$ cat src/rtl/reconf_ib_lut_pipe_pkg.sv
// rtl/reconf_ib_lut_pipe_pkg.sv - shared sizes and load FSM encoding for the IB lookup table
package reconf_ib_lut_pipe_pkg;

    localparam int QUAN_SIZE  = 4;
    localparam int BANK_NUM   = 8;
    localparam int ADDR_W     = 2 * QUAN_SIZE;
    localparam int BANK_SEL_W = $clog2(BANK_NUM);
    localparam int OFFS_W     = ADDR_W - BANK_SEL_W;
    localparam int ENTRY_NUM  = 1 << ADDR_W;
    localparam int BANK_DEPTH = ENTRY_NUM / BANK_NUM;

    typedef enum logic [1:0] {
        ST_IDLE = 2'd0,
        ST_LOAD = 2'd1,
        ST_SWAP = 2'd2
    } load_state_t;

endpackage

$ cat src/rtl/reconf_ib_lut_pipe_bank.sv
// rtl/reconf_ib_lut_pipe_bank.sv - one two-page distributed-RAM bank of the IB table
module ib_lut_bank #(
    parameter int DATA_W = 4,
    parameter int DEPTH  = 32,
    parameter int OFFS_W = 5
) (
    input  logic              clk,
    input  logic              we,
    input  logic              wr_page,
    input  logic [OFFS_W-1:0] wr_offset,
    input  logic [DATA_W-1:0] wr_data,
    input  logic              rd_page,
    input  logic [OFFS_W-1:0] rd_offset,
    output logic [DATA_W-1:0] rd_data
);

    // Page bit is the MSB of the word address; contents survive reset.
    logic [DATA_W-1:0] mem [2*DEPTH];

    always_ff @(posedge clk) begin
        if (we) begin
            mem[{wr_page, wr_offset}] <= wr_data;
        end
    end

    assign rd_data = mem[{rd_page, rd_offset}];

endmodule

$ cat src/rtl/reconf_ib_lut_pipe.sv
// rtl/reconf_ib_lut_pipe.sv - double-buffered banked IB lookup table with 2-stage read pipe
module reconf_ib_lut_pipe #(
    parameter int QUAN_SIZE = reconf_ib_lut_pipe_pkg::QUAN_SIZE,
    parameter int BANK_NUM  = reconf_ib_lut_pipe_pkg::BANK_NUM
) (
    input  logic                 sys_clk,
    input  logic                 sys_rst,
    input  logic [QUAN_SIZE-1:0] y1,
    input  logic [QUAN_SIZE-1:0] y0,
    input  logic                 in_valid,
    output logic [QUAN_SIZE-1:0] t_c,
    output logic                 out_valid,
    input  logic                 load_start,
    input  logic                 load_abort,
    input  logic [QUAN_SIZE-1:0] load_data,
    input  logic                 load_valid,
    output logic                 load_ready,
    output logic                 load_done,
    output logic                 active_page
);
    import reconf_ib_lut_pipe_pkg::*;

    localparam int ADDR_BITS  = 2 * QUAN_SIZE;
    localparam int SEL_BITS   = $clog2(BANK_NUM);
    localparam int SEL_W      = (SEL_BITS == 0) ? 1 : SEL_BITS;
    localparam int OFFS_BITS  = ADDR_BITS - SEL_BITS;
    localparam int DEPTH      = (1 << ADDR_BITS) / BANK_NUM;

    load_state_t          state;
    logic [ADDR_BITS-1:0] wr_cnt;
    logic                 wr_en;
    logic [SEL_W-1:0]     wr_bank;
    logic [OFFS_BITS-1:0] wr_offs;

    logic [ADDR_BITS-1:0] rd_addr;
    logic                 s0_valid;
    logic                 s0_page;
    logic [SEL_W-1:0]     s0_bank;
    logic [OFFS_BITS-1:0] s0_offs;
    logic [QUAN_SIZE-1:0] bank_rd [BANK_NUM];

    // Abort has priority over a coincident handshake: nothing is written.
    assign wr_en   = (state == ST_LOAD) && load_valid && !load_abort;
    assign wr_bank = SEL_W'(wr_cnt >> OFFS_BITS);
    assign wr_offs = wr_cnt[OFFS_BITS-1:0];
    assign rd_addr = {y1, y0};

    always_ff @(posedge sys_clk) begin
        if (sys_rst) begin
            state       <= ST_IDLE;
            wr_cnt      <= '0;
            load_ready  <= 1'b0;
            load_done   <= 1'b0;
            active_page <= 1'b0;
        end else begin
            load_done <= 1'b0;
            case (state)
                ST_IDLE: begin
                    if (load_start) begin
                        state      <= ST_LOAD;
                        wr_cnt     <= '0;
                        load_ready <= 1'b1;
                    end
                end
                ST_LOAD: begin
                    if (load_abort) begin
                        state      <= ST_IDLE;
                        load_ready <= 1'b0;
                    end else if (load_valid) begin
                        wr_cnt <= wr_cnt + 1'b1;
                        if (wr_cnt == '1) begin
                            state      <= ST_SWAP;
                            load_ready <= 1'b0;
                            load_done  <= 1'b1;
                        end
                    end
                end
                ST_SWAP: begin
                    state       <= ST_IDLE;
                    active_page <= ~active_page;
                end
                default: begin
                    state      <= ST_IDLE;
                    load_ready <= 1'b0;
                end
            endcase
        end
    end

    // Stage 0 latches the page so in-flight reads are immune to a swap.
    always_ff @(posedge sys_clk) begin
        if (sys_rst) begin
            s0_valid  <= 1'b0;
            s0_page   <= 1'b0;
            s0_bank   <= '0;
            s0_offs   <= '0;
            out_valid <= 1'b0;
            t_c       <= '0;
        end else begin
            s0_valid  <= in_valid;
            s0_page   <= active_page;
            s0_bank   <= SEL_W'(rd_addr >> OFFS_BITS);
            s0_offs   <= rd_addr[OFFS_BITS-1:0];
            out_valid <= s0_valid;
            if (s0_valid) begin
                t_c <= bank_rd[s0_bank];
            end
        end
    end

    for (genvar g = 0; g < BANK_NUM; g++) begin : g_bank
        ib_lut_bank #(
            .DATA_W (QUAN_SIZE),
            .DEPTH  (DEPTH),
            .OFFS_W (OFFS_BITS)
        ) u_bank (
            .clk       (sys_clk),
            .we        (wr_en && (wr_bank == SEL_W'(g))),
            .wr_page   (~active_page),
            .wr_offset (wr_offs),
            .wr_data   (load_data),
            .rd_page   (s0_page),
            .rd_offset (s0_offs),
            .rd_data   (bank_rd[g])
        );
    end

endmodule
$ cat config.mk
export PLATFORM = sky130hd
export DESIGN_NAME = reconf_ib_lut_pipe
export DESIGN_NICKNAME = d
export VERILOG_FILES = /design/src/rtl/reconf_ib_lut_pipe_pkg.sv /design/src/rtl/reconf_ib_lut_pipe_bank.sv /design/src/rtl/reconf_ib_lut_pipe.sv
export SDC_FILE = /design/constraint.sdc
export NUM_CORES = 2
export LEC_CHECK = 0
export BUFFER_PORTS_ARGS = -buffer_cell sky130_fd_sc_hd__buf_2
export CAP_MARGIN = 20
export CORE_MARGIN = 2
export CORE_UTILIZATION = 50
export CTS_CLUSTER_DIAMETER = 80
export CTS_CLUSTER_SIZE = 25
export DETAILED_ROUTE_END_ITERATION = 8
export PLACE_DENSITY_LB_ADDON = 0.15
export SLEW_MARGIN = 15
export SYNTH_ARGS = -nofsm -noshare
export SYNTH_HDL_FRONTEND = slang
export SYNTH_HIERARCHICAL = 1
export SYNTH_SLANG_ARGS = --single-unit
$ cat constraint.sdc
create_clock -name sys_clk -period 10 [get_ports sys_clk]
set_clock_uncertainty 0.15 [all_clocks]
set_input_delay 0.5 -clock sys_clk [delete_from_list [all_inputs] [get_ports sys_clk]]
set_output_delay 0.5 -clock sys_clk [all_outputs]
set_load 0.02 [all_outputs]
**Word level (Yosys, flattened, before mapping)**

Memories as Yosys holds them, arrays and structs flattened. A register that Yosys moved wholly into a read port is not among the register bits.
Index checks and enable logic that the tools add are counted.

- RAM bits: 2048
- Memory bits (read-only): 0
- Register bits: 22
- Memories kept: 8
- Bits in latches: 0

- Shift-type cells: 0
- Div/mod/pow operators: 0
- Bitwise operators: 5
- Multiply operators: 0
- Reduce and logical (&&, ||, !) cells: 18
- $add $sub $neg: 1
- $lt $le $gt $ge: 1
- Equal/unequal tests: 15
- Multiplexer cells: 42

Memories:

| memory | depth | width | rd ports | clocked after Yosys merged registers in | write ports | line | text |
|---|---|---|---|---|---|---|---|
| g_bank[0].u_bank.mem | 64 | 4 | 1 | 1 | 1 | reconf_ib_lut_pipe_bank.sv:18 | `logic [DATA_W-1:0] mem [2*DEPTH];` |
| g_bank[1].u_bank.mem | 64 | 4 | 1 | 1 | 1 | reconf_ib_lut_pipe_bank.sv:18 |  |
| g_bank[2].u_bank.mem | 64 | 4 | 1 | 1 | 1 | reconf_ib_lut_pipe_bank.sv:18 |  |
| g_bank[3].u_bank.mem | 64 | 4 | 1 | 1 | 1 | reconf_ib_lut_pipe_bank.sv:18 |  |
| g_bank[4].u_bank.mem | 64 | 4 | 1 | 1 | 1 | reconf_ib_lut_pipe_bank.sv:18 |  |
| g_bank[5].u_bank.mem | 64 | 4 | 1 | 1 | 1 | reconf_ib_lut_pipe_bank.sv:18 |  |
| +2 memories | - | - | - | - | - | - |  |

Operators by type and width:

| cell | number |
|---|---|
| 6-bit 2-to-1 mux | 8 |
| 8-bit 2-to-1 mux | 3 |
| 1-bit 2-to-1 mux | 21 |
| 8-bit one-hot mux with 2 select lines | 1 |
| 4-bit binary-select mux with 3-bit select | 1 |
| 3-bit equality test (second input constant) | 4 |
| 1-bit logical AND | 10 |
| 8-bit by 1-bit adder with 8-bit output (second input constant) | 1 |
| 8-bit equality test (second input constant) | 1 |
| 2-bit 2-to-1 mux | 4 |
| 4-bit 2-to-1 mux | 2 |
| 4-bit AND reduction | 2 |
| 3-bit by 2-bit equality test with 1-bit output (second input constant) | 2 |
| 2-bit != test (second input constant) | 3 |
| 4-bit greater-or-equal comparator (second input constant) | 1 |
| 1-bit inverter | 4 |
| 3-bit inverter with 4-bit output | 1 |
| 2-bit one-hot mux with 2 select lines | 1 |
| 4-bit OR reduction | 1 |
| 3-bit by 1-bit equality test with 1-bit output (second input constant) | 1 |
| 3-bit logical NOT | 1 |
| 3-bit by 2-bit != test with 1-bit output (second input constant) | 1 |
| 3-bit != test (second input constant) | 1 |
| 1-bit one-hot mux with 3 select lines | 1 |
| other kinds (6) | 6 |

**Logic depth before layout (Yosys ltp)**

- Word-level depth: 6
- Mapped depth: 10
- Mapped depth without buffers: 7

**By module**

The synthesis kept the hierarchy.

Modules (own cells, without submodules):

| module | cells each | times used | area each (um^2) |
|---|---|---|---|
| ib_lut_bank | 517 | 8 | 10327.4 |
| reconf_ib_lut_pipe | 143 | 1 | 1362.6 |

**Least setup slack after synthesis**

Ideal clock, no wire load.

- Path kind: register to register
- Start: register s0_offs[3] (netlist name)
- End: register t_c[3]
- Required time: 9.764 ns
- Data arrival time: 2.897 ns
- Library setup time: 0.086 ns
- Cell stages (with the launch flop): 8
- Path slack: 6.867 ns
- Cell sequence: dfxtp_1 > inv_1 > mux2i_1 > mux4_2 > o211ai_1 > mux2i_1 > mux4_2 > a211oi_1

RTL lines:

| element | line | text |
|---|---|---|
| end signal: assignment | reconf_ib_lut_pipe.sv:106 | `t_c <= bank_rd[s0_bank];` |
| end: declaration | reconf_ib_lut_pipe.sv:11 | `output logic [QUAN_SIZE-1:0] t_c,` |

==> reports/metrics.yaml <==
grt_start_max_net_pins: 206
critPathRequiredTime_ps: 10530
syn_area_sq_mm: 0.0840
synth-edff-count: 2048
clockBufferDepth: 3
worst_pin_slew_ps: 1240
die_w_um: 414
syn_avg_cell_area_sq_um: 19.6
final_antenna_net_count: 0
final_cells: 6543
synthCells: 4279
min_path_type: "in -> reg"
placed_cells: 6344
crit_path_end_kind: "flip-flop"
slowest_delay_ps: 760
utilization_pct: 53.6
initial_core_util_pct: 50.3
wl_um: 185000
final_nets: 4286
cts_sinks: 2076
cp-start-kind: "flip-flop"
grt_pass1_wl_um: 274000
yosysMostFrequentCell: "edfxtp_1"
die_area_sq_mm: 0.171
p_leak_nw: 26.7
synth_cell_types: 51
place_congestion: 0.807
fmax_mhz: 213
crit_chain: "buf_4 -> buf_4 -> mux4_1 -> o32ai_1 -> or3_1 -> o211ai_1 -> mux2i_1 -> mux4_2 -> a211oi_1"
synth_warnings: 6
ys.flop_type: "edfxtp_1"
fin_tns_setup_ps: 0
htreeDepth: 3
grt_antenna_before_repair: 4
num_vias: 40600
dp_hpwl_um: 111000
max-slew-margin-rel_pct: 16.7
synth_top_area_cell: "edfxtp_1"
dieHeight_um: 414
synth_commonest_cells: "edfxtp_1 (2,048), nor2_1 (613), mux4_2 (372)"
fp-row-count: 150
synth_area_leaders: "edfxtp_1 (73%), mux4_2 (10%), mux4_1 (4.8%), nor2_1 (2.7%), dfxtp_1 (0.67%)"
viasPerCell: 6.20
pwr_density_cell_mw_per_mm2: 172
synth_seq_cells: 2076
r2r_slack_ps: 5310
firstDrtPassIters: 5
ys_seq_area_share_pct: 73.9
clk_latency_ps: 770
rsz0062_at_grt: "false"
area_delta_synth_final_pct: 6.62
drc: 0
io_pins: 26
fin_crit_sh_pct: 46.9
peakVddDrop_v: 0.000169
slew_viol_final: 0
crit_path_max_fanout: 49
finalCriticalPeriod_ps: 4690
post-place-ws_ps: 5340
synth-async-reset-ratio_pct: 0
crit_type: "reg -> reg"
cts_tree: "done"
crit_path_frequent_cell: "buf_4"
ff2ff_path_depth: 9
synth_nets: 4298
synth_top_area_share_pct: 73.2
whs_path_depth: 1
core_sq_mm: 0.167
arrival_ps: 5220
cts_root_buffer: "clkbuf_16"
port_buffers: 25
groute.usage.overall_pct: 21.7
cts-buffers-inserted: 109
overflow: 0
post_cts_buffers: 0
clk_pin_slew_ps: 90
power_w: 0.0154
slowest_stage: "dfxtp_4"
drt_iter0_drc: 4311
hold_violations: 0
drive_above_1_share_pct: 15.1
cts.repair.resized: 0
layout_setup_ws_ps: 5310
wire_per_inst_um: 28.2
status: "finished clean"
grt_pass1_vias: 40900
antennaDiodeCount: 0
maxCapViolCount: 0
setup_viol: 0
[worst max-delay path: cells and delay by family, from the launching register on]
| kind | cells | cell delay, ps |
|---|---|---|
| muxes | 3 | 1150 |
| buffers and inverters | 2 | 1330 |
| DFF | 1 | 760 |
| AOI/OAI and AO/OA | 3 | 730 |
| and+or+nand+nor | 1 | 360 |
[cells by family (layout without fill, tap and decap cells)]
logic type | Yosys count | in the layout | synth area share (%)
buffers and inverters | 242 | 302 | 2.09
XOR/XNOR | 5 | 5 | 0.0521
multiplexers | 580 | 580 | 15.4
AND/OR/NAND/NOR | 1061 | 1061 | 5.78
adder cells (fa/ha/maj) | 1 | 1 | 0.0149
flip-flops | 2076 | 2076 | 73.9
AO/OA/AOI/OAI | 314 | 314 | 2.77
[report_power, final]
| group | switching [W] | internal [W] |
|---|---|---|
| combinational | 0.000446 | 0.000276 |
| clock | 0.00285 | 0.00229 |
| sequential | 0.0000262 | 0.00954 |
[flip-flops by register name, summed over array words and instances, names as in the netlist, 2 cells and up]
| register | count |
|---|---|
| t_c | 4 |
| g_bank.u_bank/mem | 2048 |
| wr_cnt | 8 |
| s0_offs | 5 |
| s0_bank | 3 |
| state | 2 |
[metal layers]
layer  part of all wire (%)  track usage (%)  routed length, um  vias to the layer above
met4                    3.4             6.87               6240                        0
li1                       -                -                  -                    17600
met3                    5.9             3.19              10900                      281
met5                      0                0                  0                        -
met1                     43             31.2              79100                    21400
met2                     48             34.7              88400                     1346
[per-stage QoR]
step                      hold slack [ps]  cell area [sq um]
final                                83.8              89500
after global routing                  110              89500
after CTS                            75.5              89500
after detailed placement              330              85800
after global placement                329              85800
after floorplan                       370              84000
[what timing repair did]
action | in CTS | in global routing
endpoints found under the hold margin | 15 | 0
hold buffers | 16 | 0
setup endpoints to repair | 0 | 0
[worst paths after layout]
kind / start / to
hold / removal: load_data[0] / g_bank[7].u_bank/mem[13][0]
setup reg to reg: s0_offs[1] / t_c[3]
hold reg to reg: wr_cnt[7] / wr_cnt[7]
setup / recovery: s0_offs[1] / t_c[3]
[cell usage in the layout, fill, tap and decap left out, types with 56 or more instances in the layout]
| cell type | n |
|---|---|
| edfxtp_1 | 2048 |
| mux2i_1 | 56 |
| clkbuf_16 | 110 |
| a22oi_1 | 65 |
| nand3_1 | 91 |
| mux4_1 | 152 |
| nor2b_1 | 61 |
| mux4_2 | 372 |
| nand2b_1 | 60 |
| nand2_1 | 85 |
| nor2_1 | 613 |
[cell type report]
cell class	instances	area, sq um
repair buffers	93	828
flip-flops and latches	2076	62100
clock inverters	64	801
inverters	26	98.8
well taps	2204	2760
clock buffers	119	2790
multi-input cells	1961	20200
fillers	12800	77500
Power figures use the tool's default switching activity.
